===== config.mk =====
export PLATFORM = sky130hd
export DESIGN_NAME = clkdiv_multi
export DESIGN_NICKNAME = d
export VERILOG_FILES = /design/src/rtl/clkdiv_pkg.sv /design/src/rtl/clkdiv_ch.sv /design/src/rtl/clkdiv_multi.sv
export SDC_FILE = /design/constraint.sdc
export NUM_CORES = 1
export LEC_CHECK = 0
export CAP_MARGIN = 25
export CORE_MARGIN = 10
export CORE_UTILIZATION = 40
export CTS_CLUSTER_SIZE = 12
export DETAILED_ROUTE_END_ITERATION = 8
export HOLD_SLACK_MARGIN = 0.03
export PLACE_DENSITY_LB_ADDON = 0.1
export SYNTH_ARGS = -nofsm -noshare
export SYNTH_HDL_FRONTEND = slang
export SYNTH_HIERARCHICAL = 1
export SYNTH_SLANG_ARGS = --single-unit

===== constraint.sdc =====
create_clock -name clk -period 6.4 [get_ports clk]
set_input_delay 0.64 -clock clk [delete_from_list [all_inputs] [get_ports clk]]
set_output_delay 0.64 -clock clk [all_outputs]
set_load 0.05 [all_outputs]

===== src/rtl/clkdiv_pkg.sv =====
// Shared constants and types for the multi-channel clock divider.
package clkdiv_pkg;
    localparam int MIN_DIV = 2;
    localparam int HOLD_W  = 16;

    typedef enum logic {HOLD = 1'b0, RUN = 1'b1} seq_t;

    function automatic int sel_w(input int n);
        return (n > 1) ? $clog2(n) : 1;
    endfunction
endpackage


===== src/rtl/clkdiv_ch.sv =====
// One divider channel: period counter, active/shadow divide values and
// registered clk_out/tick derived from the next counter state.
module clkdiv_ch
    import clkdiv_pkg::*;
#(
    parameter int               DIV_W = 16,
    parameter logic [DIV_W-1:0] DEF   = DIV_W'(2)
) (
    input  logic             clk,
    input  logic             rst,
    input  logic             run,
    input  logic             restart,
    input  logic             wr,
    input  logic [DIV_W-1:0] val,
    output logic             clk_out,
    output logic             tick,
    output logic             pend
);
    logic [DIV_W-1:0] cnt, act, shd;
    logic [DIV_W-1:0] cnt_nxt, act_nxt, n_eff;
    logic             pend_nxt, wrap;

    // A period boundary is the cycle after tick, or a forced restart.
    always_comb begin
        wrap     = restart | (run & tick);
        act_nxt  = (wrap && pend) ? shd : act;
        pend_nxt = wrap ? wr : (pend | wr);
        cnt_nxt  = (wrap || !run) ? '0 : cnt + DIV_W'(1);
        n_eff    = (act_nxt < DIV_W'(MIN_DIV)) ? DIV_W'(MIN_DIV) : act_nxt;
    end

    always_ff @(posedge clk or negedge rst) begin
        if (!rst) begin
            cnt     <= '0;
            act     <= DEF;
            shd     <= DEF;
            pend    <= 1'b0;
            clk_out <= 1'b1;
            tick    <= 1'b0;
        end else begin
            cnt     <= cnt_nxt;
            act     <= act_nxt;
            pend    <= pend_nxt;
            if (wr) shd <= val;
            clk_out <= cnt_nxt < (n_eff - (n_eff >> 1));
            tick    <= cnt_nxt == (n_eff - DIV_W'(1));
        end
    end
endmodule


===== src/rtl/clkdiv_multi.sv =====
// Top-level clock/reset generator: reset synchroniser, hold sequencer and
// NUM_CH programmable divider channels.
module clkdiv_multi
    import clkdiv_pkg::*;
#(
    parameter int                      NUM_CH   = 3,
    parameter int                      DIV_W    = 16,
    parameter logic [NUM_CH*DIV_W-1:0] DEF_DIV  = {16'd512, 16'd32, 16'd2},
    parameter int                      RST_HOLD = 16,
    localparam int                     SEL_W    = sel_w(NUM_CH)
) (
    input  logic              clk,
    input  logic              rst,
    input  logic              div_wr,
    input  logic [SEL_W-1:0]  div_sel,
    input  logic [DIV_W-1:0]  div_val,
    input  logic              sync,
    output logic [NUM_CH-1:0] clk_out,
    output logic [NUM_CH-1:0] tick,
    output logic [NUM_CH-1:0] div_pend,
    output logic              reset
);
    logic [1:0]        sync_q;
    logic              rst_s;
    seq_t              state, state_nxt;
    logic [HOLD_W-1:0] hold_cnt;
    logic              hold_done, restart;

    assign rst_s = sync_q[1];

    always_ff @(posedge clk or negedge rst) begin
        if (!rst) sync_q <= 2'b00;
        else      sync_q <= {sync_q[0], 1'b1};
    end

    assign hold_done = (state == HOLD) && rst_s && (hold_cnt == HOLD_W'(RST_HOLD - 1));
    // RUN entry counts as a restart so pending HOLD writes land at k=0.
    assign restart   = hold_done || ((state == RUN) && sync);

    always_comb begin
        state_nxt = state;
        case (state)
            HOLD:    if (hold_done) state_nxt = RUN;
            RUN:     state_nxt = RUN;
            default: state_nxt = HOLD;
        endcase
    end

    always_ff @(posedge clk or negedge rst) begin
        if (!rst) begin
            state    <= HOLD;
            hold_cnt <= '0;
        end else begin
            state <= state_nxt;
            if (state == HOLD && rst_s) hold_cnt <= hold_cnt + HOLD_W'(1);
        end
    end

    assign reset = (state == RUN);

    for (genvar i = 0; i < NUM_CH; i++) begin : g_ch
        clkdiv_ch #(
            .DIV_W (DIV_W),
            .DEF   (DEF_DIV[i*DIV_W +: DIV_W])
        ) u_ch (
            .clk     (clk),
            .rst     (rst),
            .run     (state == RUN),
            .restart (restart),
            .wr      (div_wr && (div_sel == SEL_W'(i))),
            .val     (div_val),
            .clk_out (clk_out[i]),
            .tick    (tick[i]),
            .pend    (div_pend[i])
        );
    end
endmodule


==> results of run 1 <==
area by class of cell:
type	instances	area [um2]	share of cell area [%]
multi-input combinational	988	8110	54.9
sequential	172	4320	29.2
timing repair buffer	79	674	4.57
tap	442	553	3.74
inverter	137	514	3.48
clock buffer	17	425	2.88
clock inverter	15	174	1.18
antenna	1	2.50	0.0169
power groups by stage:
stage | registers (mW) | clock network, mW | logic (mW)
floorplan | 1.54 | 0 | 4.29
global placement | 1.57 | 0 | 5.60
detailed placement | 1.57 | 0 | 5.62
CTS | 1.55 | 1.09 | 5.67
global route | 1.59 | 1.14 | 6.43
finish | 1.55 | 1.05 | 5.67
per-layer routing:
layer	global-route usage, %	routed length (um)
met5	0	0
met4	3.62	276
met3	2.49	622
met1	22.8	16600
met2	25.6	14800
what timing repair did:
item	in CTS	in global routing
resized for setup	0	10
endpoints found under the setup margin	0	3
hold buffers	0	0
through the flow:
stage | total power [mW] | TNS [ns] | utilization, % | cells
final | 8.27 | 0 | 45.6 | 1851
after global routing | 9.15 | -0.0142 | 45.6 | 1850
after CTS | 8.32 | 0 | 45.5 | 1850
after detailed placement | 7.19 | 0 | 43.7 | 1818
after global placement | 7.17 | 0 | 43.7 | 1818
after floorplan | 5.83 | 0 | - | 1326
kinds of logic (layout without fill, tap and decap cells):
logic type / count (synthesis) / after routing / share of synthesized area, %
AOI/OAI and AO/OA: 239 / 239 / 13.4
xor gates and xnor gates: 141 / 141 / 9.67
adders and majority gates: 154 / 154 / 14.9
buffers and inverters: 166 / 248 / 5.20
DFF: 172 / 172 / 33.0
muxes: 91 / 91 / 7.54
other: 1 / 2 / 0.0287
and+or+nand+nor: 362 / 362 / 16.2
Yosys cell counts, drive strengths merged, types with 8 or more instances:
master | n | area share, %
a21boi | 13 | 0.78
or4 | 12 | 0.75
o21ai | 37 | 1.4
nor2 | 69 | 2.2
nor2b | 9 | 0.43
dfrtp | 163 | 31
or3 | 14 | 0.68
or2 | 9 | 0.45
xor2 | 25 | 1.7
nor4 | 25 | 1.5
nor3 | 18 | 0.77
a21o | 19 | 1.2
xnor2 | 114 | 7.6
o21a | 9 | 0.52
nand4 | 25 | 1.2
buf | 14 | 0.83
mux2i | 32 | 2.5
nand2 | 61 | 1.9
a21oi | 60 | 2.7
nand2b | 23 | 1.1
clkbuf | 15 | 0.43
nand3 | 40 | 1.6
and2 | 9 | 0.45
dfstp | 9 | 1.8
ha | 151 | 14
mux2 | 59 | 5.1
inv | 137 | 3.9
o22ai | 8 | 0.53
a2111oi | 9 | 0.84
o31ai | 11 | 0.74
and3 | 11 | 0.53
how the worst max path moves through the flow:
stage	slack [ns]	start	end
2_1_floorplan	0.05	reset	g_ch[1].u_ch/clk_out
3_5_place_dp	0.20	sync	g_ch[0].u_ch/clk_out
5_1_grt	-0.01	hold_cnt[1]	g_ch[0].u_ch/clk_out
3_3_place_gp	0.23	sync	g_ch[0].u_ch/clk_out
4_1_cts	0.22	hold_cnt[1]	g_ch[1].u_ch/clk_out
6_report	0.42	hold_cnt[1]	g_ch[1].u_ch/clk_out
flip-flops by register name (all words and copies together) (netlist names):
name               flops
g_ch.u_ch/act         48
g_ch.u_ch/cnt         48
g_ch.u_ch/shd         48
hold_cnt              16
g_ch.u_ch/clk_out      3
g_ch.u_ch/pend         3
g_ch.u_ch/tick         3
sync_q                 2
reset                  1
placed cells by master (no fill, tap or decap), types with 7 or more instances in the layout:
| cell | instances |
|---|---|
| dfrtp_1 | 163 |
| ha_1 | 151 |
| inv_1 | 129 |
| xnor2_1 | 114 |
| nor2_1 | 66 |
| mux2_2 | 59 |
| nand2_1 | 57 |
| a21oi_1 | 48 |
| buf_4 | 48 |
| nand3_1 | 39 |
| o21ai_0 | 36 |
| mux2i_1 | 32 |
| clkdlybuf4s50_1 | 30 |
| xor2_1 | 25 |
| nand4_1 | 24 |
| nand2b_1 | 22 |
| nor4_1 | 21 |
| clkbuf_16 | 17 |
| nor3_1 | 16 |
| a21o_1 | 16 |
| or3_1 | 13 |
| a21boi_0 | 12 |
| and3_1 | 11 |
| a21oi_2 | 11 |
| or4_1 | 10 |
| o31ai_1 | 10 |
| nor2b_1 | 9 |
| o21a_1 | 9 |
| dfstp_2 | 9 |
| inv_2 | 8 |
| and2_1 | 8 |
| o21bai_1 | 7 |
==> metrics.md, run 1 <==
| Metric | Value |
|---|---|
| R2R Path Start | `hold_cnt[1]` |
| Final min period | `5.98 ns` |
| Core area | `32400 um2` |
| Port buffer count | `31` |
| Avg Cell Area, Syn | `9.85 um2` |
| Register share of total power | `18.7%` |
| Reg2reg end | `g_ch[1].u_ch/clk_out` |
| Vias in the first global route | `around 10000` |
| Crit. End Element | `flip-flop` |
| Sw Share | `46.6%` |
| DRT antenna net count | `0` |
| Syn_nets | `between 1500 and 2000` |
| Post-Route WL | `about 32000 um` |
| DIE HEIGHT | `~200 um` |
| Initial core utilization | `approximately two fifths` |
| CTS clk-pin slew, worst paths | `~0.080 ns` |
| Unique masters post-synth | `roughly 100` |
| Mapped Area | `13100 um2` |
| Clk_lat worst skew | `0.44 ns` |
| First-pass DRT Iterations | `5` |
| Max Buffers Root-to-Sink | `2` |
| Power per cell area | `roughly 560 nW/um2` |
| # rows | `66` |
| CP Max Fanout | `10` |
| Pre-CTS WS | `around 0.20 ns` |
| Seq/Total Area, Yosys | `about a third` |
| All-layer global routing usage | `between 10% and 20%` |
| Clk_skew | `about 0.012 ns` |
| Crit path launch type | `flip-flop` |
| Post-CTS setup buffers | `0` |
| Die ar. | `approximately 40000 um2` |
| Relative slew slack | `39.7%` |
| Final hold violations | `0` |
| Initial antenna violation count | `0` |
| Max-cap violations | `0` |
| Pint | `around 4.4 mW` |
| Worst path max stage delay | `0.56 ns` |
| Fill count | `3164` |
| NumNets Final | `about 1600` |
| PnR worst setup slack | `approximately 0.42 ns` |
| Tcrit/Tclk final | `93.5%` |
| Drc violations | `0` |
| Dominant synthesized flop cell | `dfrtp_1` |
| Die width | `201 um` |
| Drt first-iter violations | `~510` |
| I/O pins | `32` |
| Final setup fails | `0` |
| Clock share of power | `about an eighth` |
| DP Area | `about 14000 um2` |
| Synth Register Bits | `between 150 and 200` |
| Area delta synth->final | `13.1%` |
| Worst setup path class | `flip-flop to flip-flop` |
| Worst-Margin Slew | `around 0.90 ns` |
| Via count | `about 9600` |
| H-tree Lvls | `4` |
| WP data arrival | `~6.4 ns` |
| Yosys Warn Count | `6` |
| Largest net degree at the start of global routing | `70` |
| WP buf/inv | `3` |
| Final instance area | `around 15000 um2` |
| Levels on crit path | `26` |
| Cells after synthesis | `~1300` |
| Power share of the combinational group | `68.6%` |
| TritonCTS Buffers | `17` |
| Status | `complete, no violations` |
| CTS Sinks | `172` |
| First-pass GRT wire length | `approximately 53000 um` |
| GR Overflow Total | `0` |
| Largest delay share family, worst path | `compound AO/OA/AOI/OAI gates` |
| Peak Freq | `0.167 GHz` |
| Hold WS | `0.165 ns` |
| Worst min path class | `primary input to async pin` |
| Vias per cell | `about 5.2` |
| Worst vdd ir | `around 0.35 mV` |
| Critical path's slowest cell | `or4_4` |
| Number of synthesized flops with an enable pin | `0` |
| Sw Pwr | `about 3.9 mW` |
| Final Max Slew Viols | `0` |
| R2R depth | `26` |
| DPL Wire Length | `about 26000 um` |
| Reg2reg setup slack | `between 0.4 and 0.5 ns` |
| Share of flip-flops with an asynchronous set or reset | `100%` |
| Clk root buf | `clkbuf_16` |
| GP Congestion | `approximately 0.88` |
| Wire per inst | `17.4 um` |
| Share of cells above drive strength 1 | `between 10% and 20%` |
| Leakage | `approximately 7 nW` |
| CTS tree | `built` |
| CP required | `~6.8 ns` |
Note: power is estimated with default switching activity, not from simulation.
==> run 2: changes to the inputs <==
CELL_PAD_IN_SITES_DETAIL_PLACEMENT = 0   (was unset)
CELL_PAD_IN_SITES_GLOBAL_PLACEMENT = 1   (was unset)
CORE_MARGIN = 2   (was 10)
==> run 2 against run 1 <==
Effect of this change:
- via count rose by 0.62%
- design area up 0.19%
- wire length up 2.7%
- global-route usage increased by 4.3 points
- largest power group unchanged
- die area fell by 15%
- sequential share of layout area decreased by 0.054 points
- first-iteration DRC count decreased by 25%
==> metrics.md, run 2 (synthesis gave the netlist of run 1 again) <==
| Metric | Value |
|---|---|
| Worst vdd ir | `approximately 0.28 mV` |
| CTS tree | `built` |
| CTS clk-pin slew, worst paths | `0.07 ns` |
| Leakage | `around 6.8 nW` |
| DP Area | `14100 um2` |
| Port buffer count | `31` |
| Antenna diodes | `0` |
| Via count | `slightly below 10000` |
| Max Buffers Root-to-Sink | `2` |
| DIE HEIGHT | `around 180 um` |
| DRT antenna net count | `0` |
| Relative slew slack | `between 30% and 40%` |
| Max-cap violations | `0` |
| Area delta synth->final | `13.3%` |
| WP buf/inv | `3` |
| Commonest non-fill, non-tap cell in the layout | `dfrtp_1` |
| Status | `complete, no violations` |
| Largest delay share family, worst path | `compound AO/OA/AOI/OAI gates` |
| Clk root buf | `clkbuf_16` |
| Vias in the first global route | `roughly 9800` |
| GP Congestion | `0.818` |
| CP Max Fanout | `10` |
| First-pass GRT wire length | `53800 um` |
| Crit. End Element | `flip-flop` |
| Initial antenna violation count | `0` |
| RSZ-0062 raised after global routing | `false` |
| NumNets Final | `between 1500 and 2000` |
| Final hold violations | `0` |
| GR Overflow Total | `0` |
| Core area | `32400 um2` |
| Worst min path class | `primary input to async pin` |
| H-tree Lvls | `4` |
| Most frequent cells in the layout | `163 x dfrtp_1, 151 x ha_1, 129 x inv_1` |
| Clk_lat worst skew | `0.45 ns` |
| Critical path's slowest cell | `or3_2` |
| Final min period | `6.01 ns` |
| Final instance area | `14800 um2` |
| Setup_tns | `0 ns` |
| Final Max Slew Viols | `0` |
| Worst path max stage delay | `roughly 0.5 ns` |
| WP data arrival | `~6.4 ns` |
| Peak Freq | `roughly 0.17 GHz` |
| Post-Route WL | `around 33000 um` |
| Biggest regs | `g_ch.u_ch/act (48), g_ch.u_ch/cnt (48), g_ch.u_ch/shd (48)` |
| Die width | `about 180 um` |
| Crit path launch type | `flip-flop` |
| Drc violations | `0` |
| Hold buffers post-CTS | `0` |
| Die ar. | `about 34000 um2` |
| Tcrit/Tclk final | `a little over nine tenths` |
| Share of cells above drive strength 1 | `between 10% and 20%` |
| Wire per inst | `roughly 18 um` |
| Pre-CTS WS | `~0.1 ns` |
| I/O pins | `32` |
| Power per cell area | `~570 nW/um2` |
| Largest net degree at the start of global routing | `109` |
| # rows | `between 60 and 70` |
| PnR worst setup slack | `approximately 0.39 ns` |
| Vias per cell | `between 5 and 6` |
| First-pass DRT Iterations | `4` |
| Final setup fails | `0` |
| All-layer global routing usage | `about a fifth` |
| Initial core utilization | `40.4%` |
| TritonCTS Buffers | `17` |
| CTS Sinks | `about 170` |
| Clk_skew | `0.0139 ns` |
| CP required | `slightly below 7 ns` |
| DPL Wire Length | `between 20000 and 30000 um` |
| Drt first-iter violations | `377` |
| Worst-Margin Slew | `0.994 ns` |
| Worst setup path class | `flip-flop to flip-flop` |
run 2: layout make-up:
class	instances	area, um2
fillers	3198	17600
clock inverters	13	156
flip-flops and latches	172	4320
multi-input cells	988	8140
repair buffers	79	688
inverters	137	514
clock buffers	19	433
well taps	442	553
run 2: power breakdown:
group / leakage (nW) / switching (mW) / internal, mW
registers: 2.18 / 0.206 / 1.35
clock network: 0.282 / 0.492 / 0.587
logic: 4.38 / 3.20 / 2.57
run 2: repair_timing:
item / in CTS / in global routing
endpoints found under the setup margin: 0 / 3
setup buffers: 0 / 1
endpoints found under the hold margin: 0 / 0
resized for setup: 0 / 15
run 2: worst paths after layout:
check                                  from                    to  slack (ns)  depth (start not counted)
worst max-delay path            hold_cnt[0]  g_ch[1].u_ch/clk_out        0.39                         26
worst min register to register    sync_q[0]             sync_q[1]        0.35                          0
min in group clk                  sync_q[0]             sync_q[1]        0.35                          0
worst max register to register  hold_cnt[0]  g_ch[1].u_ch/clk_out        0.39                         26
max in group asynchronous               rst  g_ch[1].u_ch/cnt[14]        4.62                          2
worst min-delay path                    rst           hold_cnt[9]        0.29                          1
run 2: routing by layer:
metal | track usage, % | up-vias | wire, um
li1 | - | 4851 | -
met1 | 27.9 | 4689 | 16400
met2 | 33.6 | 101 | 15300
met3 | 2.87 | 30 | 640
met4 | 6.51 | 0 | 790
met5 | 0 | - | 0
run 2: worst register-to-register path: stages (launching register included):
cell and delay [ns]:
dfrtp_1 0.38, ha_1 0.20, nand3b_1 0.16, nor2_2 0.07, and4_1 0.18, a21o_2 0.27, a21o_1 0.20, buf_4 0.18
a32oi_1 0.34, inv_2 0.09, or4_4 0.44, or3_2 0.50, nand2_1 0.15, ha_1 0.24, nor2b_1 0.14, o211ai_1 0.21
nand3_1 0.17, a2111oi_2 0.40, buf_4 0.18, o41ai_1 0.12, a221oi_2 0.32, xnor2_1 0.16, ha_1 0.26, a21o_1 0.16
a21o_1 0.16, a21oi_1 0.13, o21a_1 0.13
run 2: per-stage QoR:
step / power (mW) / utilization [%] / hold WS (ns) / std cells
after floorplan: 5.83 / - / 0.331 / 1326
after global placement: 7.25 / 43.7 / 0.336 / 1816
after detailed placement: 7.28 / 43.7 / 0.336 / 1817
after CTS: 8.42 / 45.5 / 0.338 / 1849
after global routing: 9.28 / 45.7 / 0.355 / 1850
final: 8.41 / 45.7 / 0.293 / 1850
==> run 3: changes to the inputs <==
CELL_PAD_IN_SITES_DETAIL_PLACEMENT = unset   (was 0)
CELL_PAD_IN_SITES_GLOBAL_PLACEMENT = unset   (was 1)
SLEW_MARGIN = 10   (was unset)
==> run 3 against run 2 <==
Effect of this change:
- non-clock buffer count unchanged
- die area stayed put
- design area shrank 0.32%
- combinational power decreased by 2%
- wire length shrank 3.8%
- hold slack improved by 0.036 ns
- utilization decreased by 0.15 points
- critical endpoint unchanged
- register-to-register slack worse by 0.04 ns
- global-route usage fell by 0.98 points
==> metrics.md, run 3 (synthesis gave the netlist of run 1 again) <==
| Metric | Value |
|---|---|
| Final hold violations | `0` |
| Initial antenna violation count | `0` |
| Most frequent cells in the layout | `163 x dfrtp_1, 151 x ha_1, 129 x inv_1` |
| Power per cell area | `approximately 560 nW/um2` |
| Drt first-iter violations | `approximately 500` |
| NumNets Final | `1571` |
| Total power | `8.29 mW` |
| Clk root buf | `clkbuf_16` |
| CP Max Fanout | `9` |
| CTS tree | `built` |
| Pint | `4.47 mW` |
| Status | `complete, no violations` |
| Vias per cell | `5.20` |
| Via count | `9628` |
| Hold WS | `~0.33 ns` |
| GR Overflow Total | `0` |
| GP Congestion | `0.845` |
| Power share of the combinational group | `slightly below 70%` |
| Peak Freq | `about 0.17 GHz` |
| Die ar. | `between 30000 and 40000 um2` |
| Final min period | `6.05 ns` |
| All-layer global routing usage | `about a fifth` |
| Sw Share | `between 40% and 50%` |
| DPL Wire Length | `24900 um` |
| Crit path launch type | `flip-flop` |
| Biggest regs | `g_ch.u_ch/act (48), g_ch.u_ch/cnt (48), g_ch.u_ch/shd (48)` |
| First-pass DRT Iterations | `5` |
| Largest delay share family, worst path | `compound AO/OA/AOI/OAI gates` |
| Leakage | `between 6 and 7 nW` |
| WP data arrival | `between 6 and 7 ns` |
| Share of cells above drive strength 1 | `between 10% and 20%` |
| WP buf/inv | `3` |
| PnR worst setup slack | `approximately 0.35 ns` |
| DRT antenna net count | `0` |
| Area delta synth->final | `12.9%` |
| TritonCTS Buffers | `17` |
| Worst path max stage delay | `approximately 0.54 ns` |
| Antenna diodes | `0` |
| Max Buffers Root-to-Sink | `2` |
| # rows | `between 60 and 70` |
| Clock share of power | `around 13%` |
| Register share of total power | `18.8%` |
| Max-cap violations | `0` |
| DIE HEIGHT | `around 180 um` |
| CTS Sinks | `roughly 170` |
| I/O pins | `32` |
| H-tree Lvls | `4` |
| Wire per inst | `about 17 um` |
| Commonest non-fill, non-tap cell in the layout | `dfrtp_1` |
| Crit. End Element | `flip-flop` |
| Worst-Margin Slew | `0.910 ns` |
| Hold buffers post-CTS | `0` |
| Drc violations | `0` |
| Worst min path class | `primary input to async pin` |
| CP required | `approximately 6.8 ns` |
| Initial core utilization | `between 40% and 50%` |
| Worst vdd ir | `0.258 mV` |
| CTS clk-pin slew, worst paths | `approximately 0.070 ns` |
| Tcrit/Tclk final | `94.6%` |
| Post-Route WL | `31900 um` |
| Worst setup path class | `flip-flop to flip-flop` |
| Clk_lat worst skew | `around 0.44 ns` |
| First-pass GRT wire length | `51500 um` |
| Pre-CTS WS | `approximately 0.085 ns` |
| Die width | `roughly 180 um` |
| Largest net degree at the start of global routing | `between 100 and 150` |
| Port buffer count | `31` |
| Vias in the first global route | `between 9000 and 10000` |
| Fin util | `45.6%` |
| Sw Pwr | `around 3.8 mW` |
| Final setup fails | `0` |
| Critical path's slowest cell | `or4_4` |
| Clk_skew | `0.0107 ns` |
| Final Max Slew Viols | `0` |
| Core area | `approximately 32000 um2` |
| Most used cell, CP | `ha_1` |
| Relative slew slack | `about two fifths` |
==> run 3: cell types whose count changed in the layout (fill, tap and decap cells not counted), sizes merged <==
cell    change
inv         -3
bufinv      -1
clkbuf      +1
clkinv      +3
==> run 3: final cells by class <==
| cell class | instances | area (um2) |
|---|---|---|
| Clock buffer | 20 | 447 |
| Clock inverter | 12 | 131 |
| Fill cell | 3152 | 17600 |
| Inverter | 137 | 514 |
| Multi-Input combinational cell | 988 | 8100 |
| Sequential cell | 172 | 4320 |
| Tap cell | 442 | 553 |
| Timing Repair Buffer | 79 | 688 |
==> run 3: final timing paths <==
path	startpoint	endpoint	slack, ns	cells after the start
min in group clk	sync_q[0]	sync_q[1]	0.35	0
hold reg to reg	sync_q[0]	sync_q[1]	0.35	0
setup reg to reg	hold_cnt[0]	g_ch[1].u_ch/clk_out	0.35	27
max in group asynchronous	rst	g_ch[0].u_ch/shd[10]	4.68	2
hold / removal	rst	hold_cnt[9]	0.33	1
setup / recovery	hold_cnt[0]	g_ch[1].u_ch/clk_out	0.35	27
==> run 3: per-layer routing <==
metal	global-route usage, %	wire length, um	part of all wire (%)	vias up
met5	0	0	0	-
met4	4.70	380	1.2	0
met3	2.75	727	2.3	19
met2	31.3	14500	45	99
met1	27.7	16300	51	4660
li1	-	-	-	4850
==> run 3: power groups by stage <==
| stage | Clock, mW | Combinational (mW) | Sequential [mW] |
|---|---|---|---|
| after floorplan | 0 | 4.29 | 1.54 |
| after global placement | 0 | 5.61 | 1.58 |
| after detailed placement | 0 | 5.64 | 1.58 |
| after CTS | 1.08 | 5.69 | 1.56 |
| after global routing | 1.13 | 6.45 | 1.60 |
| final | 1.05 | 5.69 | 1.56 |
==> run 3: metrics by stage <==
step | instances | setup TNS (ns) | cell area, um2
floorplan | 1326 | 0 | 13100
global placement | 1816 | 0 | 14100
detailed placement | 1817 | 0 | 14100
CTS | 1849 | 0 | 14700
global route | 1850 | -0.0747 | 14800
finish | 1850 | 0 | 14800
==> run 3: timing repair <==
item,4_1_cts,5_1_grt
gates resized for setup,0,9
setup buffers,0,1
endpoints found under the setup margin,0,3
hold endpoints to repair,0,0
